## src/rtl/raw10_unpacker_if.sv

```systemverilog
// raw10_unpacker_if: bundles the stripped-payload input stream from
// pckthandler and the unpacked pixel-pair output stream.
//   din/din_valid         16-bit payload word and its qualifier
//   fr_active_in          frame-active from pckthandler
//   fr_valid_in           line/payload-valid, high across one packet payload
//   pix0/pix1/pix_valid   earlier/later 10-bit pixel of a pair and qualifier
//   fr_active_out         fr_active_in delayed one cycle
//   line_end/err_partial  end-of-line and mid-group-end pulses
// slave  = unpacker side (consumes words, produces pixels)
// master = source/sink side (drives words, observes pixels)
interface raw10_unpacker_if;
  logic [15:0] din;
  logic        din_valid;
  logic        fr_active_in;
  logic        fr_valid_in;
  logic [9:0]  pix0;
  logic [9:0]  pix1;
  logic        pix_valid;
  logic        fr_active_out;
  logic        line_end;
  logic        err_partial;

  modport slave (
    input  din, din_valid, fr_active_in, fr_valid_in,
    output pix0, pix1, pix_valid, fr_active_out, line_end, err_partial
  );

  modport master (
    output din, din_valid, fr_active_in, fr_valid_in,
    input  pix0, pix1, pix_valid, fr_active_out, line_end, err_partial
  );
endinterface

```

## src/rtl/raw10_unpacker.sv

```systemverilog
// raw10_unpacker: unpacks MIPI RAW10 (5 bytes -> 4 pixels) from the 16-bit
// payload word stream into pairs of 10-bit pixels, tracks line ends and
// flags lines that end in the middle of a group.
//   clk    system clock
//   reset  synchronous, active-high
//   bus    raw10_unpacker_if.slave (payload in, pixel pairs out)
// FIRST_BYTE_HI: 1 = din[15:8] is the earlier wire byte, 0 = din[7:0].
//
// phase | meaning (word about to be accepted carries)
// 0     | B0,B1
// 1     | B2,B3
// 2     | B4,B5  (completes group A)
// 3     | B6,B7
// 4     | B8,B9  (completes group B)
module raw10_unpacker #(
  parameter bit FIRST_BYTE_HI = 1'b1
) (
  input  logic           clk,
  input  logic           reset,
  raw10_unpacker_if.slave bus
);

  logic [2:0]  phase_q, phase_d;
  logic [7:0]  b_early, b_late;
  logic        accept;
  logic        complete_a, complete_b;
  logic        fr_valid_q;
  logic        line_fall;
  logic        end_q;
  logic [31:0] buf_a;     // B0..B3
  logic [23:0] buf_b;     // B5..B7
  logic        pend_q;
  logic [19:0] pend_pair_q;

  logic        pix_valid_d, pend_d;
  logic [9:0]  pix0_d, pix1_d;
  logic [19:0] pend_pair_d;
  logic        err_d;

  assign b_early   = FIRST_BYTE_HI ? bus.din[15:8] : bus.din[7:0];
  assign b_late    = FIRST_BYTE_HI ? bus.din[7:0]  : bus.din[15:8];
  assign accept    = bus.din_valid & bus.fr_valid_in;
  assign line_fall = fr_valid_q & ~bus.fr_valid_in;
  assign complete_a = accept && (phase_q == 3'd2);
  assign complete_b = accept && (phase_q == 3'd4);

  // state register
  always_ff @(posedge clk) begin
    if (reset) phase_q <= 3'd0;
    else       phase_q <= phase_d;
  end

  // next phase: dropping fr_valid_in discards any partial group
  always_comb begin
    phase_d = phase_q;
    if (!bus.fr_valid_in)  phase_d = 3'd0;
    else if (accept)       phase_d = (phase_q == 3'd4) ? 3'd0 : phase_q + 3'd1;
  end

  // output decode; a pending pair never coincides with a group completion
  always_comb begin
    pix_valid_d = 1'b0;
    pix0_d      = 10'd0;
    pix1_d      = 10'd0;
    pend_d      = 1'b0;
    pend_pair_d = 20'd0;
    if (complete_a) begin
      // g0..g3 = buf_a bytes, g4 = B4 = b_early
      pix_valid_d = 1'b1;
      pix0_d      = {buf_a[31:24], b_early[1:0]};
      pix1_d      = {buf_a[23:16], b_early[3:2]};
      pend_d      = 1'b1;
      pend_pair_d = {buf_a[15:8], b_early[5:4], buf_a[7:0], b_early[7:6]};
    end else if (complete_b) begin
      // g0..g2 = buf_b bytes, g3 = B8 = b_early, g4 = B9 = b_late
      pix_valid_d = 1'b1;
      pix0_d      = {buf_b[23:16], b_late[1:0]};
      pix1_d      = {buf_b[15:8],  b_late[3:2]};
      pend_d      = 1'b1;
      pend_pair_d = {buf_b[7:0], b_late[5:4], b_early, b_late[7:6]};
    end else if (pend_q) begin
      pix_valid_d = 1'b1;
      pix0_d      = pend_pair_q[19:10];
      pix1_d      = pend_pair_q[9:0];
    end
  end

  // phase 3 at line end is legal: B5 was padding
  assign err_d = line_fall &&
                 ((phase_q == 3'd1) || (phase_q == 3'd2) || (phase_q == 3'd4));

  always_ff @(posedge clk) begin
    if (reset) begin
      buf_a             <= 32'd0;
      buf_b             <= 24'd0;
      pend_q            <= 1'b0;
      pend_pair_q       <= 20'd0;
      fr_valid_q        <= 1'b0;
      end_q             <= 1'b0;
      bus.pix0          <= 10'd0;
      bus.pix1          <= 10'd0;
      bus.pix_valid     <= 1'b0;
      bus.fr_active_out <= 1'b0;
      bus.line_end      <= 1'b0;
      bus.err_partial   <= 1'b0;
    end else begin
      if (accept) begin
        case (phase_q)
          3'd0:    buf_a[31:16] <= {b_early, b_late};
          3'd1:    buf_a[15:0]  <= {b_early, b_late};
          3'd2:    buf_b[23:16] <= b_late;
          3'd3:    buf_b[15:0]  <= {b_early, b_late};
          default: ;
        endcase
      end
      pend_q            <= pend_d;
      pend_pair_q       <= pend_pair_d;
      fr_valid_q        <= bus.fr_valid_in;
      // line_end trails the fall by one extra edge so the pending pair drains first
      end_q             <= line_fall;
      bus.pix0          <= pix0_d;
      bus.pix1          <= pix1_d;
      bus.pix_valid     <= pix_valid_d;
      bus.fr_active_out <= bus.fr_active_in;
      bus.line_end      <= end_q;
      bus.err_partial   <= err_d;
    end
  end

endmodule

```

## src/flat_wrapper.sv

```systemverilog
// flat-port wrapper written by rule: the top's interface ports become plain ports
module raw10_unpacker_flat 
#(
  parameter bit FIRST_BYTE_HI = 1'b1
)
  (clk, reset, bus_din, bus_din_valid, bus_fr_active_in, bus_fr_valid_in, bus_pix0, bus_pix1, bus_pix_valid, bus_fr_active_out, bus_line_end, bus_err_partial);
  raw10_unpacker_if bus_i ();
  input  logic clk;
  input  logic reset;
  input wire logic [$bits(bus_i.din)-1:0] bus_din;
  input wire logic [$bits(bus_i.din_valid)-1:0] bus_din_valid;
  input wire logic [$bits(bus_i.fr_active_in)-1:0] bus_fr_active_in;
  input wire logic [$bits(bus_i.fr_valid_in)-1:0] bus_fr_valid_in;
  output wire logic [$bits(bus_i.pix0)-1:0] bus_pix0;
  output wire logic [$bits(bus_i.pix1)-1:0] bus_pix1;
  output wire logic [$bits(bus_i.pix_valid)-1:0] bus_pix_valid;
  output wire logic [$bits(bus_i.fr_active_out)-1:0] bus_fr_active_out;
  output wire logic [$bits(bus_i.line_end)-1:0] bus_line_end;
  output wire logic [$bits(bus_i.err_partial)-1:0] bus_err_partial;
  assign bus_i.din = bus_din;
  assign bus_i.din_valid = bus_din_valid;
  assign bus_i.fr_active_in = bus_fr_active_in;
  assign bus_i.fr_valid_in = bus_fr_valid_in;
  assign bus_pix0 = bus_i.pix0;
  assign bus_pix1 = bus_i.pix1;
  assign bus_pix_valid = bus_i.pix_valid;
  assign bus_fr_active_out = bus_i.fr_active_out;
  assign bus_line_end = bus_i.line_end;
  assign bus_err_partial = bus_i.err_partial;
  raw10_unpacker #(.FIRST_BYTE_HI(FIRST_BYTE_HI)) u_core (.clk(clk), .reset(reset), .bus(bus_i));
endmodule
```

## config.mk

```make
export PLATFORM = sky130hd
export DESIGN_NAME = raw10_unpacker_flat
export DESIGN_NICKNAME = d
export VERILOG_FILES = /design/src/rtl/raw10_unpacker_if.sv /design/src/rtl/raw10_unpacker.sv /design/src/flat_wrapper.sv
export SDC_FILE = /design/constraint.sdc
export NUM_CORES = 1
export LEC_CHECK = 0
export CAP_MARGIN = 20
export CORE_AREA = 4 4 158 114
export DETAILED_ROUTE_END_ITERATION = 16
export DIE_AREA = 0 0 162 118
export PLACE_DENSITY = 0.43
export SYNTH_ARGS = -nofsm -noshare
export SYNTH_HDL_FRONTEND = slang
export SYNTH_SLANG_ARGS = --single-unit
```

## constraint.sdc

```tcl
create_clock -name clk -period 2.95 [get_ports clk]
set_clock_uncertainty 0.1 [all_clocks]
set_input_delay 0.295 -clock clk [delete_from_list [all_inputs] [get_ports clk]]
set_output_delay 0.295 -clock clk [all_outputs]
set_load 0.01 [all_outputs]
```

After elaboration in Yosys (flattened, before gate mapping)

Cells that the tools add are included.

$add $sub $neg: 1
Equality and inequality tests: 4
Multiplexer cells: 14
Bitwise gates (word level): 3
Reduce and logical (&&, ||, !) cells: 11

Operators with widths:

| kind                                          | number |
|---|---|
| 2-to-1 mux 10 bit                             | 6 |
| 2-to-1 mux 20 bit                             | 2 |
| AND reduction 2 bit                           | 4 |
| == test 3 x 2 -> 1 bit, second input constant | 2 |
| 2-to-1 mux 1 bit                              | 5 |
| adder 3 x 1 -> 3 bit, second input constant   | 1 |
| == test 3 x 1 -> 1 bit, second input constant | 1 |
| == test 3 bit, second input constant          | 1 |
| logical AND 1 bit                             | 3 |
| zero test 3 bit                               | 1 |
| 2-to-1 mux 3 bit                              | 1 |
| AND 1 bit                                     | 2 |
| logical OR 1 bit                              | 2 |
| OR reduction 2 bit                            | 1 |
| inverter 1 bit                                | 1 |

Flip-flop bits (word level): 106
Input port bits: 21
Output and inout port bits: 24
Logic and storage cells: 48

Logic depth before layout (Yosys ltp)

Gate-level depths: netlist of run 1.

Depth after elaboration: 4
Depth in mapped cells: 8
Mapped depth without buffers: 5

Worst setup path before layout of run 1

OpenSTA, ideal clock, no wires.

Path type: register to register
Start point: reg u_core.phase_q[0]
End point: reg u_core.pend_pair_q[18]
Setup time: 0.128 ns
Data arrival time: 1.358 ns
Data required time: 2.722 ns
Setup slack: 1.365 ns
Stages on the path, launching flop included: 8
Path buffers: 2
Period minus slack after synthesis: 1.585 ns
Cells stage by stage: dfxtp_1 inv_1 ha_1 and4b_1 buf_4 buf_4 a22oi_1 nor2_1

Cells in the longest elaborated chain, start to end: 4
Elaborated cells on any way between the ends: 6
Classes of those cells: 2 x eq/ne; 2 x mux; 2 x reduce/logical

Ends and longest elaborated chain:

| element                | line                  | source |
|---|---|---|
| start, declared        | raw10_unpacker.sv:23  | `logic [2:0] phase_q, phase_d;` |
| start signal, assigned | raw10_unpacker.sv:50  | `else phase_q <= phase_d;` |
| == test 3 bit          | raw10_unpacker.sv:45  | `assign complete_b = accept && (phase_q == 3'd4);` |
| logical AND 1 bit      | raw10_unpacker.sv:45  |  |
| 2-to-1 mux 20 bit      | raw10_unpacker.sv:74  | `end else if (complete_b) begin` |
| 2-to-1 mux 20 bit (*)  | raw10_unpacker.sv:67  | `if (complete_a) begin` |
| end signal, assigned   | raw10_unpacker.sv:117 | `pend_pair_q <= pend_pair_d;` |
| end, declared          | raw10_unpacker.sv:33  | `logic [19:0] pend_pair_q;` |

Mark *: on every way between the ends. The rest lies on a longest branch, timed or not.
A chain may end at the register's enable or synchronous reset.

Worst setup path after layout of run 1

Start point: reg u_core.phase_q[0]
End point: reg u_core.bus.pix0[5]

Cells in the longest elaborated chain, start to end: 4
Elaborated cells on any way between the ends: 6
Classes of those cells: 2 x eq/ne; 2 x mux; 2 x reduce/logical

Ends and longest elaborated chain:

| element               | line                    | source |
|---|---|---|
| == test 3 bit         | raw10_unpacker.sv:45    |  |
| logical AND 1 bit     | raw10_unpacker.sv:45    |  |
| 2-to-1 mux 10 bit     | raw10_unpacker.sv:74    |  |
| 2-to-1 mux 10 bit (*) | raw10_unpacker.sv:67    |  |
| end signal, assigned  | raw10_unpacker.sv:121   | `bus.pix0 <= pix0_d;` |
| end, declared         | raw10_unpacker_if.sv:25 | `output pix0, pix1, pix_valid, fr_active_out, line_end, err_partial` |

Marked as above.

==> results of run 1 <==
worst max-delay path: stages, from the launching register on:
cell,delay (ps)
sky130_fd_sc_hd__dfxtp_1,330
sky130_fd_sc_hd__inv_1,110
sky130_fd_sc_hd__ha_1,270
sky130_fd_sc_hd__and4_1,640
sky130_fd_sc_hd__buf_12,220
sky130_fd_sc_hd__nand2_1,70
sky130_fd_sc_hd__a311oi_2,300
state kept, by name, summed over array words and instances, names as in the netlist:
signal	count
u_core.bus.pix1	10
u_core.pend_q	1
u_core.bus.pix_valid	1
u_core.bus.fr_active_out	1
u_core.bus.pix0	10
u_core.end_q	1
u_core.bus.line_end	1
u_core.buf_a	32
u_core.phase_q	3
u_core.buf_b	24
u_core.pend_pair_q	20
u_core.fr_valid_q	1
u_core.bus.err_partial	1
layer usage:
metal,vias up,routed length (µm)
li1,1648,-
met1,1577,5650
met2,72,5240
met3,4,735
met4,0,41
met5,-,0
power by group through the flow:
stage,logic [mW],registers (mW),clock network (mW)
final,0.135,1.45,1.30
after global routing,0.147,1.45,1.40
after CTS,0.137,1.45,1.34
after detailed placement,0.137,1.49,0
after global placement,0.136,1.49,0
after floorplan,0.0594,1.49,0
final cells by class:
type / instances / area share (%)
Timing Repair Buffer: 60 / 11.8
Clock inverter: 6 / 1.78
Tap cell: 225 / 5.56
Inverter: 4 / 0.296
Multi-Input combinational cell: 320 / 34.0
Sequential cell: 106 / 41.9
Clock buffer: 10 / 4.72
cell usage after synthesis (2+ instances only):
cell type / instances / share of area (%)
sky130_fd_sc_hd__mux2i_1: 2 / 0.49
sky130_fd_sc_hd__clkbuf_1: 18 / 1.7
sky130_fd_sc_hd__buf_2: 14 / 1.7
sky130_fd_sc_hd__nor3_1: 2 / 0.25
sky130_fd_sc_hd__inv_1: 4 / 0.37
sky130_fd_sc_hd__a21oi_1: 58 / 7.1
sky130_fd_sc_hd__a311oi_1: 2 / 0.43
sky130_fd_sc_hd__nand3_1: 21 / 2.6
sky130_fd_sc_hd__a22oi_1: 20 / 3.7
sky130_fd_sc_hd__ha_1: 5 / 1.5
sky130_fd_sc_hd__nor2b_1: 2 / 0.31
sky130_fd_sc_hd__nand2_1: 133 / 12
sky130_fd_sc_hd__and4b_1: 3 / 0.74
sky130_fd_sc_hd__a311oi_2: 18 / 6.7
sky130_fd_sc_hd__nand4b_1: 2 / 0.43
sky130_fd_sc_hd__buf_6: 2 / 0.55
sky130_fd_sc_hd__buf_4: 6 / 1.1
sky130_fd_sc_hd__nor2_1: 43 / 4.0
sky130_fd_sc_hd__dfxtp_1: 106 / 52
worst paths after layout:
kind | start | to | slack [ps] | cells after the start
worst max-delay path | u_core.phase_q[0]$_SDFFE_PP0P_ | u_core.bus.pix0[5]$_SDFF_PP0_ | 800 | 6
worst min-delay path | reset | u_core.bus.line_end$_SDFF_PP0_ | 310 | 2
worst max register to register | u_core.phase_q[0]$_SDFFE_PP0P_ | u_core.bus.pix0[5]$_SDFF_PP0_ | 800 | 6
worst min register to register | u_core.end_q$_SDFF_PP0_ | u_core.bus.line_end$_SDFF_PP0_ | 350 | 1
logic make-up after synthesis:
logic type	synth area share [%]
AOI/OAI and AO/OA	18.2
and+or+nand+nor	22.0
muxes	0.493
buffers and inverters	5.42
adders and majority gates	1.54
DFF	52.2
xor gates and xnor gates	0.216
cell usage in the layout (no fill, tap or decap), types with 4 or more instances in the layout:
cell type and n:
sky130_fd_sc_hd__a21oi_1 58, sky130_fd_sc_hd__clkdlybuf4s50_1 43, sky130_fd_sc_hd__nand2_1 133, sky130_fd_sc_hd__nand3_1 21, sky130_fd_sc_hd__nor2_1 43, sky130_fd_sc_hd__a22oi_1 20
sky130_fd_sc_hd__buf_4 14, sky130_fd_sc_hd__a311oi_2 18, sky130_fd_sc_hd__clkbuf_16 9, sky130_fd_sc_hd__inv_1 4, sky130_fd_sc_hd__ha_1 5, sky130_fd_sc_hd__dfxtp_1 106
==> implementation parameters, run 1 <==
Parameter                              Value

Global route
  Global routing usage on met2 ... 18.2%
  Global-route track usage on met1 ... 17.9%
  Grt peak-use layer ... met2
  Gr usage total ... 12.3%
  Pin count of the biggest net entering global routing ... 58
  Wire length of the first global-routing pass ... approximately 18000 µm
  Via count of the first global-routing pass ... 3186
  Antenna violations before repair ... 0
  Sum of overflow across all layers after global routing ... 0
  Global-route track usage on met3 ... between 2 and 3%

Die
  Die boundary height ... 118 µm
  Initial cell density of the core ... 24.9%
  Die width ... between 150 and 200 µm
  Core box area ... about 0.016 mm²
  Number of cell rows ... 39
  Number of ports placed on the die boundary ... 45
  Total Die Area ... about 0.019 mm²

Cells and area
  Fill cell instance count of the final layout ... 1790
  Post-Layout Cell Count ... 731
  Antenna Diode Count ... 0
  Net count reported at finish ... 527
  Total area of multi-input combinational cells ... between 0.0015 and 0.002 mm²
  Util after Layout ... 31.1%
  Cell area after layout ... approximately 0.005 mm²
  FF/Latch Area ... 0.00212 mm²
  Share of cells above drive strength 1 ... 10.3%
  Layout Area Growth over Synthesis ... 24.6%

Synthesis
  Combined area of all synthesized cells ... 0.00406 mm²
  Sequential element share of the synthesized area ... a little over half
  Most frequently used flop master after synthesis ... sky130_fd_sc_hd__dfxtp_1
  Count of flip-flops with a built-in enable after synthesis ... 0
  Netlist cell types ... 28
  Warnings from Yosys ... 0
  Share of synthesized flip-flops with an asynchronous set or reset ... 0%
  Flip-flop and latch count after synthesis ... ~110
  Mapped Cells ... 470
  Net count after synthesis ... around 500
  Mapped Avg Cell Area ... 8.65 µm²

CTS
  Worst-case clock buffer depth ... 2
  Clock latency of the later-clocked register in the worst-skew pair ... about 340 ps
  Root Buffer ... sky130_fd_sc_hd__clkbuf_16
  Clock-pin transition on the worst setup and hold timing paths ... 70 ps
  Deepest level of the CTS H-tree ... 3
  # Post-CTS Setup Buffers ... 0
  Clock sink count ... 106
  Number of cells upsized or downsized after cts ... 0
  Total clock buffers created by CTS ... 9
  CTS tree ... done
  # hold bufs at CTS ... 0

Pwr
  NetSw ... 0.627 mW
  Leakage component of the power ... 1.71 nW
  Part of the power in the clock network ... between 40% and 50%
  Combinational share of power ... 4.7%
  Internal power summed over all cells ... ~2.3 mW
  Power per standard cell area ... roughly 570 mW/mm²
  Peak supply drop ... between 0.2 and 0.25 mV
  Final Total Pwr ... 2.89 mW
  Proportion of power drawn by flip-flops and latches ... 50.3%
  Net switching fraction of the power ... between 20% and 30%

Placed design
  Cell Area, Placed ... 0.00474 mm²
  Total of buffers placed on input and output ports ... 44
  Placed cells ... 715
  Routability congestion estimate ... approximately 0.75
  Half-perimeter wire length after detailed placement ... about 7600 µm
  Placement Setup Slack ... 752 ps

Drt
  Antenna-violating nets left ... 0
  Number of DRC markers after the initial detailed-route iteration ... 272
  Vias per cell ... 4.52
  Number of vias after detailed routing ... 3301
  Per-cell routed wire length ... 16.0 µm
  Total iterations of the first detailed-routing run ... 4
  Residual DRC ... 0
  DRT Wirelength ... approximately 12000 µm

STA
  Final-report max-slew violation count ... 0
  Slew at the pin closest to its max-slew limit ... 816 ps
  Fraction of the cycle the final worst path needs ... between 70% and 80%
  Worst hold-check slack ... 309 ps
  Post-route worst setup slack ... 804 ps
  Post-layout min period ... 2150 ps
  Setup-failing EPs final ... 0
  Count of final hold-check violations ... 0
  Relative max-transition margin ... between 40% and 50%
  Unrepaired setup endpoints after global routing ... false
  Setup Total Neg Slack ... 0 ps
  Maximum clock frequency ... 466 MHz

Critical path
  Data arrival at the endpoint of the critical path ... 2280 ps
  Critical Path End Type ... flop
  Worst Path Max Fanout ... 14
  CP Data Required Time ... 3090 ps
  Critical path launch point type ... flop
  Path type of the worst setup path ... flop to flop

Hold path
  Hold Path Class ... primary input to flop

Job
  Number of maximum-capacitance violations ... 0

Run status
  Run status ... completed
No activity file was read; power rests on OpenSTA's default activity.
==> run 2: changes to the inputs <==
==> constraint.sdc (replaced) <==
create_clock -name clk -period 2.2 [get_ports clk]
set_clock_uncertainty 0.1 [all_clocks]
set_input_delay 0.22 -clock clk [delete_from_list [all_inputs] [get_ports clk]]
set_output_delay 0.22 -clock clk [all_outputs]
set_load 0.01 [all_outputs]
==> implementation parameters, run 2 (synthesized netlist as in run 1, its figures left out) <==
Parameter                              Value

Run status
  Run status ... completed

CTS
  Deepest level of the CTS H-tree ... 3
  Clock latency of the later-clocked register in the worst-skew pair ... around 350 ps
  # hold bufs at CTS ... 0
  # Post-CTS Setup Buffers ... 0
  Worst-case clock buffer depth ... 2
  Total clock buffers created by CTS ... 9
  CTS tree ... done
  Number of cells upsized or downsized after cts ... 0
  Clock sink count ... 106
  Root Buffer ... sky130_fd_sc_hd__clkbuf_16
  Clock-pin transition on the worst setup and hold timing paths ... 70 ps

Drt
  Per-cell routed wire length ... 16.2 µm
  DRT Wirelength ... between 10000 and 15000 µm
  Total iterations of the first detailed-routing run ... 4
  Antenna-violating nets left ... 0
  Number of vias after detailed routing ... 3366
  Number of DRC markers after the initial detailed-route iteration ... approximately 170
  Residual DRC ... 0
  Vias per cell ... ~4.6

STA
  Unrepaired setup endpoints after global routing ... false
  Final-report max-slew violation count ... 0
  Relative max-transition margin ... 56.6%
  Worst hold-check slack ... 280 ps
  Count of final hold-check violations ... 0
  Post-layout min period ... 1790 ps
  Post-route worst setup slack ... between 400 and 500 ps
  Fraction of the cycle the final worst path needs ... 81.6%
  Setup Total Neg Slack ... 0 ps
  Maximum clock frequency ... 557 MHz
  Slew at the pin closest to its max-slew limit ... 651 ps
  Setup-failing EPs final ... 0

Cells and area
  Biggest registers after layout ... u_core.buf_a x32, u_core.buf_b x24, u_core.pend_pair_q x20
  Share of cells above drive strength 1 ... 10.5%
  Cell area after layout ... 0.00508 mm²
  Flip-flop count of the largest register after layout ... 32
  Layout Area Growth over Synthesis ... 25.0%
  Antenna Diode Count ... 0
  Most used cells in the layout excluding fill and tap cells ... sky130_fd_sc_hd__nand2_1 (133), sky130_fd_sc_hd__dfxtp_1 (106), sky130_fd_sc_hd__a21oi_1 (58)
  Most frequent standard cell in the layout excluding fill and tap cells ... sky130_fd_sc_hd__nand2_1
  Net count reported at finish ... about 530
  Register with the most flip-flops ... u_core.buf_a

Critical path
  Data arrival at the endpoint of the critical path ... 1960 ps
  Critical Path End Type ... flop
  Worst Path Max Fanout ... 42
  Path type of the worst setup path ... flop to flop
  Critical path launch point type ... flop
  CP Data Required Time ... 2360 ps

Global route
  Gr usage total ... between 10% and 20%
  Sum of overflow across all layers after global routing ... 0
  Via count of the first global-routing pass ... 3223
  Antenna violations before repair ... 0
  Pin count of the biggest net entering global routing ... 52
  Wire length of the first global-routing pass ... 18600 µm

Pwr
  Power per standard cell area ... 748 mW/mm²
  Final Total Pwr ... 3.80 mW
  Peak supply drop ... 0.321 mV
  Leakage component of the power ... 1.72 nW

Hold path
  Hold Path Class ... primary input to flop

Job
  Number of maximum-capacitance violations ... 0

Die
  Die width ... approximately 160 µm
  Die boundary height ... between 100 and 150 µm
  Total Die Area ... between 0.015 and 0.02 mm²
  Number of ports placed on the die boundary ... 45
  Number of cell rows ... 39
  Initial cell density of the core ... about a quarter
  Core box area ... 0.0163 mm²

Placed design
  Routability congestion estimate ... 0.729
  Total of buffers placed on input and output ports ... 44
  Placement Setup Slack ... 233 ps
  Cell Area, Placed ... 0.00477 mm²
  Half-perimeter wire length after detailed placement ... roughly 7400 µm
## run 2: changes by cell type in the layout (fill, tap and decap cells not counted)
cell / delta
sky130_fd_sc_hd__inv_6: +3
sky130_fd_sc_hd__buf_12: +2
sky130_fd_sc_hd__buf_4: -1
sky130_fd_sc_hd__bufinv_16: -1
sky130_fd_sc_hd__clkinv_2: -1
sky130_fd_sc_hd__clkinv_4: -1
## run 2: per-layer routing
layer	up-vias	wire length, µm	GRT usage, %
met5	-	0	0
met4	0	97	2.69
met3	7	521	2.94
met2	62	5210	18.8
met1	1645	6010	18.1
li1	1652	-	-
## run 2: where the power goes
| group | total (mW) | switching (mW) | internal, mW | leakage [nW] |
|---|---|---|---|---|
| registers | 1.95 | 0.0101 | 1.94 | 0.856 |
| clock network | 1.66 | 0.736 | 0.928 | 0.150 |
| logic | 0.187 | 0.118 | 0.0693 | 0.709 |
| total | 3.80 | 0.864 | 2.94 | 1.72 |
## run 2: metrics by stage
| stage | cells | util [%] |
|---|---|---|
| final | 732 | 31.2 |
| after global routing | 732 | 31.2 |
| after detailed placement | 716 | 29.3 |
| after floorplan | 470 | - |
| after global placement | 716 | 29.3 |
| after CTS | 732 | 31.2 |
## run 2: path summary, 6_finish.rpt
path	start	end	slack, ps	cells past startpoint
worst min register to register	u_core.end_q$_SDFF_PP0_	u_core.bus.line_end$_SDFF_PP0_	350	1
worst min-delay path	reset	u_core.pend_pair_q[5]$_SDFF_PP0_	280	2
worst max register to register	u_core.phase_q[0]$_SDFFE_PP0P_	u_core.bus.pix0[8]$_SDFF_PP0_	410	6
worst max-delay path	u_core.phase_q[0]$_SDFFE_PP0P_	u_core.bus.pix0[8]$_SDFF_PP0_	410	6
## run 2: cell type report
type / count / area, µm²
Multi-Input combinational cell: 320 / 1720
Inverter: 4 / 15.0
Fill cell: 1753 / 11200
Timing Repair Buffer: 61 / 628
Clock buffer: 10 / 239
Tap cell: 225 / 282
Clock inverter: 6 / 72.6
Sequential cell: 106 / 2120
## run 2: worst max-delay path: stages, from the launching register on
cell and delay (ps):
sky130_fd_sc_hd__dfxtp_1 340, sky130_fd_sc_hd__inv_1 120, sky130_fd_sc_hd__ha_1 280, sky130_fd_sc_hd__and4_1 270, sky130_fd_sc_hd__buf_12 230, sky130_fd_sc_hd__nand2_1 110, sky130_fd_sc_hd__a311oi_2 240
